## config.mk

```make
export PLATFORM = sky130hd
export DESIGN_NAME = par_bus_master
export DESIGN_NICKNAME = d
export VERILOG_FILES = /design/src/rtl/par_bus_master.sv
export SDC_FILE = /design/constraint.sdc
export NUM_CORES = 1
export LEC_CHECK = 0
export CAP_MARGIN = 0
export CORE_MARGIN = 3
export CORE_UTILIZATION = 40
export CTS_CLUSTER_SIZE = 40
export DETAILED_ROUTE_END_ITERATION = 16
export HOLD_SLACK_MARGIN = 0.12
export MAX_ROUTING_LAYER = met4
export PLACE_DENSITY_LB_ADDON = 0.08
export SLEW_MARGIN = 10
export SYNTH_ARGS = -nofsm -noshare
export SYNTH_HDL_FRONTEND = slang
export SYNTH_SLANG_ARGS = --single-unit
```

## constraint.sdc

```tcl
create_clock -name iCLK -period 2.4 [get_ports iCLK]
set_input_delay 0.48 -clock iCLK [delete_from_list [all_inputs] [get_ports iCLK]]
set_output_delay 0.48 -clock iCLK [all_outputs]
set_load 0.01 [all_outputs]
```

## src/rtl/par_bus_master.sv

```systemverilog
// Initiator for the strobed parallel bus: accepts one read/write request at a time
// and sequences setup, strobe, hold and read turnaround phases on the pins.
module par_bus_master #(
    parameter int unsigned DATA_W     = 10,
    parameter int unsigned SETUP_CYC  = 2,
    parameter int unsigned STROBE_CYC = 4,
    parameter int unsigned HOLD_CYC   = 2,
    parameter int unsigned TURN_CYC   = 1
) (
    input  logic              iCLK,
    input  logic              iRESETn,
    input  logic              iREQ_VALID,
    output logic              oREQ_READY,
    input  logic              iREQ_WR,
    input  logic [DATA_W-1:0] iREQ_DATA,
    output logic              oRSP_VALID,
    output logic [DATA_W-1:0] oRSP_DATA,
    output logic              oBUS_WR,
    output logic              oBUS_RD,
    output logic              oBUS_OE,
    output logic [DATA_W-1:0] oBUS_DATA,
    input  logic [DATA_W-1:0] iBUS_DATA,
    output logic              oBUSY
);

    localparam int unsigned MAX_SS  = (SETUP_CYC > STROBE_CYC) ? SETUP_CYC : STROBE_CYC;
    localparam int unsigned MAX_HT  = (HOLD_CYC > TURN_CYC) ? HOLD_CYC : TURN_CYC;
    localparam int unsigned MAX_CYC = (MAX_SS > MAX_HT) ? MAX_SS : MAX_HT;
    localparam int unsigned CNT_W   = (MAX_CYC > 1) ? $clog2(MAX_CYC) : 1;

    typedef enum logic [2:0] {
        IDLE   = 3'd0,
        SETUP  = 3'd1,
        STROBE = 3'd2,
        HOLD   = 3'd3,
        TURN   = 3'd4
    } state_t;

    state_t             state;
    state_t             state_nxt;
    logic [CNT_W-1:0]   cnt;
    logic [CNT_W-1:0]   cnt_nxt;
    logic               wr_q;

    logic               accept;
    logic               cur_wr;
    logic               phase_done;
    logic               capture;

    logic               bus_wr_d;
    logic               bus_rd_d;
    logic               bus_oe_d;
    logic               rsp_valid_d;
    logic [DATA_W-1:0]  bus_data_d;
    logic [DATA_W-1:0]  rsp_data_d;

    assign oREQ_READY = (state == IDLE);
    assign oBUSY      = ~oREQ_READY;
    assign accept     = iREQ_VALID && oREQ_READY;
    // Direction for the transaction being started this cycle or already in flight
    assign cur_wr     = accept ? iREQ_WR : wr_q;
    assign phase_done = (cnt == '0);
    assign capture    = (state == STROBE) && phase_done && !wr_q;

    // State register, phase counter and latched direction
    always_ff @(posedge iCLK or negedge iRESETn) begin
        if (!iRESETn) begin
            state <= IDLE;
            cnt   <= '0;
            wr_q  <= 1'b0;
        end else begin
            state <= state_nxt;
            cnt   <= cnt_nxt;
            if (accept) begin
                wr_q <= iREQ_WR;
            end
        end
    end

    // Next-state and phase timing
    always_comb begin
        state_nxt = state;
        cnt_nxt   = cnt;
        case (state)
            IDLE: begin
                if (accept) begin
                    state_nxt = SETUP;
                    cnt_nxt   = CNT_W'(SETUP_CYC - 1);
                end
            end
            SETUP: begin
                if (phase_done) begin
                    state_nxt = STROBE;
                    cnt_nxt   = CNT_W'(STROBE_CYC - 1);
                end else begin
                    cnt_nxt = cnt - CNT_W'(1);
                end
            end
            STROBE: begin
                if (phase_done) begin
                    state_nxt = HOLD;
                    cnt_nxt   = CNT_W'(HOLD_CYC - 1);
                end else begin
                    cnt_nxt = cnt - CNT_W'(1);
                end
            end
            HOLD: begin
                if (phase_done) begin
                    if (wr_q) begin
                        state_nxt = IDLE;
                        cnt_nxt   = '0;
                    end else begin
                        state_nxt = TURN;
                        cnt_nxt   = CNT_W'(TURN_CYC - 1);
                    end
                end else begin
                    cnt_nxt = cnt - CNT_W'(1);
                end
            end
            TURN: begin
                if (phase_done) begin
                    state_nxt = IDLE;
                    cnt_nxt   = '0;
                end else begin
                    cnt_nxt = cnt - CNT_W'(1);
                end
            end
            default: begin
                state_nxt = IDLE;
                cnt_nxt   = '0;
            end
        endcase
    end

    // Output decode from the upcoming state so pins line up with the phase they belong to
    always_comb begin
        bus_wr_d    = 1'b0;
        bus_rd_d    = 1'b0;
        bus_oe_d    = 1'b0;
        rsp_valid_d = capture;
        bus_data_d  = oBUS_DATA;
        rsp_data_d  = oRSP_DATA;
        if (accept && iREQ_WR) begin
            bus_data_d = iREQ_DATA;
        end
        if (capture) begin
            rsp_data_d = iBUS_DATA;
        end
        if ((state_nxt == SETUP) || (state_nxt == STROBE) || (state_nxt == HOLD)) begin
            bus_oe_d = cur_wr;
        end
        if (state_nxt == STROBE) begin
            bus_wr_d = cur_wr;
            bus_rd_d = ~cur_wr;
        end
    end

    // Registered pin and response outputs
    always_ff @(posedge iCLK or negedge iRESETn) begin
        if (!iRESETn) begin
            oBUS_WR    <= 1'b0;
            oBUS_RD    <= 1'b0;
            oBUS_OE    <= 1'b0;
            oBUS_DATA  <= '0;
            oRSP_VALID <= 1'b0;
            oRSP_DATA  <= '0;
        end else begin
            oBUS_WR    <= bus_wr_d;
            oBUS_RD    <= bus_rd_d;
            oBUS_OE    <= bus_oe_d;
            oBUS_DATA  <= bus_data_d;
            oRSP_VALID <= rsp_valid_d;
            oRSP_DATA  <= rsp_data_d;
        end
    end

endmodule

```

### Word level (Yosys, flattened, before mapping)

Index checks and enable logic that the tools add are counted.

| operators by class | value |
|---|---|
| $add $sub $neg | 1 |
| bitwise gates (word level) | 2 |
| reduce and logical (&&, ||, !) cells | 10 |
| eq/ne operators | 8 |
| muxes and demuxes | 16 |

Operator list:

| operator | number |
|---|---|
| $mux W3 | 6 |
| $pmux W3 S5 | 1 |
| $eq A3 B2 Y1 const B | 4 |
| $mux W2 | 4 |
| $pmux W2 S4 | 1 |
| $eq A3 B1 Y1 const B | 2 |
| $logic_and A1 B1 Y1 | 4 |
| $mux W1 | 4 |
| $eq A3 B3 Y1 const B | 1 |
| $logic_not A3 Y1 | 1 |
| $logic_not A2 Y1 | 1 |
| $logic_or A1 B1 Y1 | 2 |
| $ne A2 B1 Y1 const B | 1 |
| $not A1 Y1 | 2 |
| $reduce_or A2 Y1 | 1 |
| $sub A2 B1 Y2 const B | 1 |
| $logic_not A1 Y1 | 1 |

| word-level totals | value |
|---|---|
| flip-flop bits (word level) | 30 |
| logic and storage cells | 46 |
| output and inout bits | 26 |
| input port bits | 24 |

### Logic depth before layout (Yosys ltp)

Gate-level depths: netlist of the first run.

| logic depth | value |
|---|---|
| depth after elaboration | 8 |
| gate-level depth with buffers | 6 |
| depth with buffers taken out | 5 |

### Worst setup path before layout of the first run

Ideal clock, no wire load.

| timing path | value |
|---|---|
| kind | register -> register |
| start | register cnt[0] |
| end | register oRSP_DATA[0] |
| period minus slack after synthesis | 1744 ps |
| stages on the path, launching flop included | 7 |
| data required time | 2275 ps |
| setup time | 125 ps |
| path slack | 656 ps |
| buffers on the path | 1 |
| data arrival time | 1619 ps |
| cells stage by stage | dfrtp_1 -> inv_1 -> ha_1 -> nand2b_1 -> or3_4 -> buf_6 -> mux2_4 |

| between the ends | value |
|---|---|
| longest elaborated chain between the ends | 3 |

Ends and longest elaborated chain:

| item | line | text |
|---|---|---|
| from (decl) | 41 | `logic [CNT_W-1:0] cnt;` |
| from (signal assigned) | 73 | `cnt <= cnt_nxt;` |
| $logic_not A2 Y1 | 62 | `assign phase_done = (cnt == '0);` |
| $logic_and A1 B1 Y1 (2 in a row) | 63 | `assign capture = (state == STROBE) && phase_done && !wr_q;` |
| to (signal assigned) | 173 | `oRSP_DATA <= rsp_data_d;` |
| to (decl) | 17 | `output logic [DATA_W-1:0] oRSP_DATA,` |

No other way between the ends.
A chain may end at the register's enable or synchronous reset.

### Worst setup path in the final report of the first run

| timing path | value |
|---|---|
| start | register state[1] |
| end | output port oREQ_READY |

| between the ends | value |
|---|---|
| longest elaborated chain between the ends | 1 |

Ends and longest elaborated chain:

| item | line | text |
|---|---|---|
| from (decl) | 39 | `state_t state;` |
| from (signal assigned) | 72 | `state <= state_nxt;` |
| $logic_not A3 Y1 | 57 | `assign oREQ_READY = (state == IDLE);` |
| to (decl) | 13 | `output logic oREQ_READY,` |

No other way between the ends.

==> results of run 1 <==
cells in the final DEF, fill, tap and decap left out:
cell type | synthesis | routed
sky130_fd_sc_hd__xor2_1 | 1 | 1
sky130_fd_sc_hd__nor2_1 | 2 | 2
sky130_fd_sc_hd__clkinv_2 | 0 | 2
sky130_fd_sc_hd__nand2_1 | 4 | 4
sky130_fd_sc_hd__a31oi_1 | 1 | 1
sky130_fd_sc_hd__clkdlybuf4s50_1 | 0 | 49
sky130_fd_sc_hd__nor3b_1 | 2 | 2
sky130_fd_sc_hd__o31a_1 | 1 | 1
sky130_fd_sc_hd__o32ai_1 | 1 | 1
sky130_fd_sc_hd__dfrtp_1 | 30 | 30
sky130_fd_sc_hd__nor3_1 | 3 | 3
sky130_fd_sc_hd__nand3_1 | 1 | 1
sky130_fd_sc_hd__a21oi_1 | 1 | 1
sky130_fd_sc_hd__mux2i_1 | 1 | 1
sky130_fd_sc_hd__nor2b_1 | 1 | 1
sky130_fd_sc_hd__mux2_4 | 9 | 9
sky130_fd_sc_hd__mux2_2 | 11 | 11
sky130_fd_sc_hd__inv_1 | 5 | 5
sky130_fd_sc_hd__nand2b_1 | 4 | 4
sky130_fd_sc_hd__o31ai_1 | 2 | 2
sky130_fd_sc_hd__o2bb2ai_1 | 1 | 1
sky130_fd_sc_hd__nor4b_2 | 1 | 1
sky130_fd_sc_hd__o21bai_1 | 1 | 1
sky130_fd_sc_hd__o41ai_1 | 1 | 1
sky130_fd_sc_hd__or3_4 | 1 | 1
sky130_fd_sc_hd__buf_4 | 0 | 4
sky130_fd_sc_hd__o22ai_1 | 1 | 1
sky130_fd_sc_hd__ha_1 | 3 | 3
sky130_fd_sc_hd__nand2_2 | 1 | 1
sky130_fd_sc_hd__nand3b_1 | 1 | 1
sky130_fd_sc_hd__o21ai_0 | 1 | 1
sky130_fd_sc_hd__clkbuf_4 | 0 | 5
sky130_fd_sc_hd__and3b_1 | 1 | 1
report_power, final:
part,leakage [nW],total (mW),internal [mW],switching [mW]
sequential,0.363,0.886,0.752,0.134
combinational,0.461,1.27,0.772,0.500
clock,0.0308,0.268,0.105,0.163
cells by family (layout without fill, tap and decap cells):
family          after synthesis  in the layout  synth area share [%]
xor+xnor                      1              1                0.6611
mux                          21             21                 20.30
simple gates                 22             22                 10.39
flops                        30             30                 56.66
compound gates               11             11                 6.044
fa+ha+maj                     3              3                 2.833
buf+inv                       9             65                 3.116
flip-flops by register name, summed over array words and instances, names as in the netlist:
register    cells
oBUS_RD         1
state           3
oRSP_VALID      1
wr_q            1
oBUS_OE         1
oRSP_DATA      10
oBUS_WR         1
cnt             2
oBUS_DATA      10
path summary, 6_finish.rpt:
check                                           endpoint  slack [ps]  cells after the start
worst max-delay path                          oREQ_READY         260                      2
worst min-delay path            oBUS_DATA[0]$_DFFE_PN0P_         510                      1
worst max register to register  oRSP_DATA[4]$_DFFE_PN0P_         490                      5
worst min register to register  oBUS_DATA[0]$_DFFE_PN0P_         510                      1
max in group asynchronous                 wr_q$_DFF_PN0_        1580                      2
min in group asynchronous       oRSP_DATA[1]$_DFFE_PN0P_         530                      2
worst reg2reg max path, stage by stage (launching register included):
cell	delay (ps)
sky130_fd_sc_hd__dfrtp_1	410
sky130_fd_sc_hd__inv_1	110
sky130_fd_sc_hd__ha_1	320
sky130_fd_sc_hd__nand2b_1	140
sky130_fd_sc_hd__or3_4	490
sky130_fd_sc_hd__mux2_4	330
layout make-up:
type,count,area [µm²]
inverter,5,18.77
multi-input combinational,58,533.0
clock buffer,5,37.54
timing repair buffer,53,520.5
sequential,30,750.7
fill,275,1177
tap,44,55.05
clock inverter,2,10.01
routing by layer:
layer,wire [µm],track usage (%),share of wire [%],vias up
met3,235,6.952,8.7,5
met2,1180,22.43,44,35
met1,1225,19.50,45,448
li1,-,-,-,451
met5,0,-,0,-
met4,53,7.278,2.0,0
==> reports/qor.txt, run 1 <==
============================================================================
Cells after synthesis                                                     97
Final hold slack                                                    510.8 ps
IO buf count                                                              49
Final cell count without fillers                                         197
Synth Net Count                                                          124
Worst slack after detailed placement                                352.7 ps
Final worst slack                                                   264.4 ps
Top area cells in the synthesized netlist                       sky130_fd_sc_hd__dfrtp_1 (57%), sky130_fd_sc_hd__mux2_4 (10%), sky130_fd_sc_hd__mux2_2 (9.3%)
Final Wtd Congestion                                                  0.8337
DRT iter0 DRCs                                                            28
CTS Buf Count                                                              5
Most used DFF post-synth                                        sky130_fd_sc_hd__dfrtp_1
Fraction of layout cells with a size suffix above 1                   22.22%
Critical path required time                                          1920 ps
Number of synthesized flops with an enable pin                             0
Worst-path clk slew                                                    90 ps
Total of cells resized after clock tree synthesis                          0
Placed Instance Area                                                1878 µm²
Critical path origin                                            state[1]$_DFF_PN0_
Maximum resistive drop on vdd                                      0.5629 mV
Routed via count                                                         939
Synth top cells by count                                        sky130_fd_sc_hd__dfrtp_1 (30), sky130_fd_sc_hd__mux2_2 (11), sky130_fd_sc_hd__mux2_4 (9)
Clock Root Buffer                                               sky130_fd_sc_hd__clkbuf_4
Maximum number of pins on one net before global-route repair              31
Seq cells post-synth                                                      30
GRT Util Overall                                                      15.88%
Post-Place Cells                                                         190
Number of violations of the max-capacitance limit                          0
Total Die Area                                                      4039 µm²
Cells along the critical path                                   nor3_1 -> clkdlybuf4s50_1
Final Skew                                                          9.521 ps
Type of element capturing the critical path                      output port
Post-detailed-routing wire length                                    2694 µm
Pins over their slew limit                                                 0
Slowest Stage Delay on Critical Path                                  600 ps
Cell family with most CP delay                                  buffers and inverters
Hold Fails Final Rpt                                                       0
Final period demand of the worst path                                2136 ps
Max Fanout on Critical Path                                                7
Part of the Yosys area used for sequential elements                   56.66%
Slew HR                                                               74.35%
Total Nets Final                                                         180
Summed instance area of the synthesized netlist                     1325 µm²
Overall power consumption                                           2.426 mW
Antenna Diode Count                                                        0
Level count of the clock H-tree                                            2
Result of the run                                               finished clean
Initial standard-cell utilization of the core                         42.70%
Setup TNS                                                               0 ps
Wire length of the first global-routing pass                         4802 µm
Largest area contributor in the synthesized netlist             sky130_fd_sc_hd__dfrtp_1
Avg Cell Area, Syn                                                 13.66 µm²
First drt pass iteration count                                             4
Routed length per placed instance                                   13.68 µm
Setup repair after global routing missed its margin                       no
Remaining global-route overflow                                            0
Fraction of registers with async set/reset                            100.0%
Total power per unit cell area                                   1260 nW/µm²
Cell with the most instances after synthesis                    sky130_fd_sc_hd__dfrtp_1
CTS tree                                                                done
Worst path buffer plus inverter count                                      1
Least-Margin Pin Slew                                               384.8 ps
Critical path launch point type                                         flop
Setup Viol. Count Final                                                    0
Final critical-path share of the clock period                         88.98%
Synth top area share                                                  56.66%
Post-CTS Setup Bufs                                                        0
Core Footprint                                                      3103 µm²
Hold Path Class                                                 flop to flop
Hold wc startpoint                                              oBUS_DATA[0]$_DFFE_PN0P_
Horizontal die dimension                                            63.56 µm
DRC violations left                                                        0
Max Buffers Root-to-Sink                                                   2
Initial antenna violation count                                            0
Leakage                                                            0.8550 nW
Number of top-level pins                                                  50
Distinct cell type count of the synthesized netlist                       31
Clock network latency to the later pin of the worst-skew pair         320 ps
CTS Hold Bufs                                                              0
Syn. warnings                                                              0
Sink Count                                                                30
DIE HEIGHT                                                          63.56 µm
Start of the worst register-to-register path                    cnt[0]$_DFFE_PN0P_
Number of placement rows                                                  20
Slowest-stage cell, CP                                          sky130_fd_sc_hd__clkdlybuf4s50_1
Area added between synthesis and finish                               45.33%
Detailed placer's ending HPWL                                        1972 µm
Utilization after layout                                              62.06%
Vias in the first global route                                           996
Achievable frequency                                              0.4683 GHz
WP data arrival                                                      1660 ps
Number of routed nets with antenna violations                              0
Vias per cell                                                          4.766
Setup CP Type                                                   flop to output port
Post-route standard cell area excluding fillers                     1926 µm²
============================================================================
Note: power is estimated with default switching activity, not from simulation.
==> run 2, diff against run 1 <==
- SKIP_CTS_REPAIR_TIMING: default -> 1
==> results of run 2 <==
Final layout, timing and power as in run 1 (identical DEF).
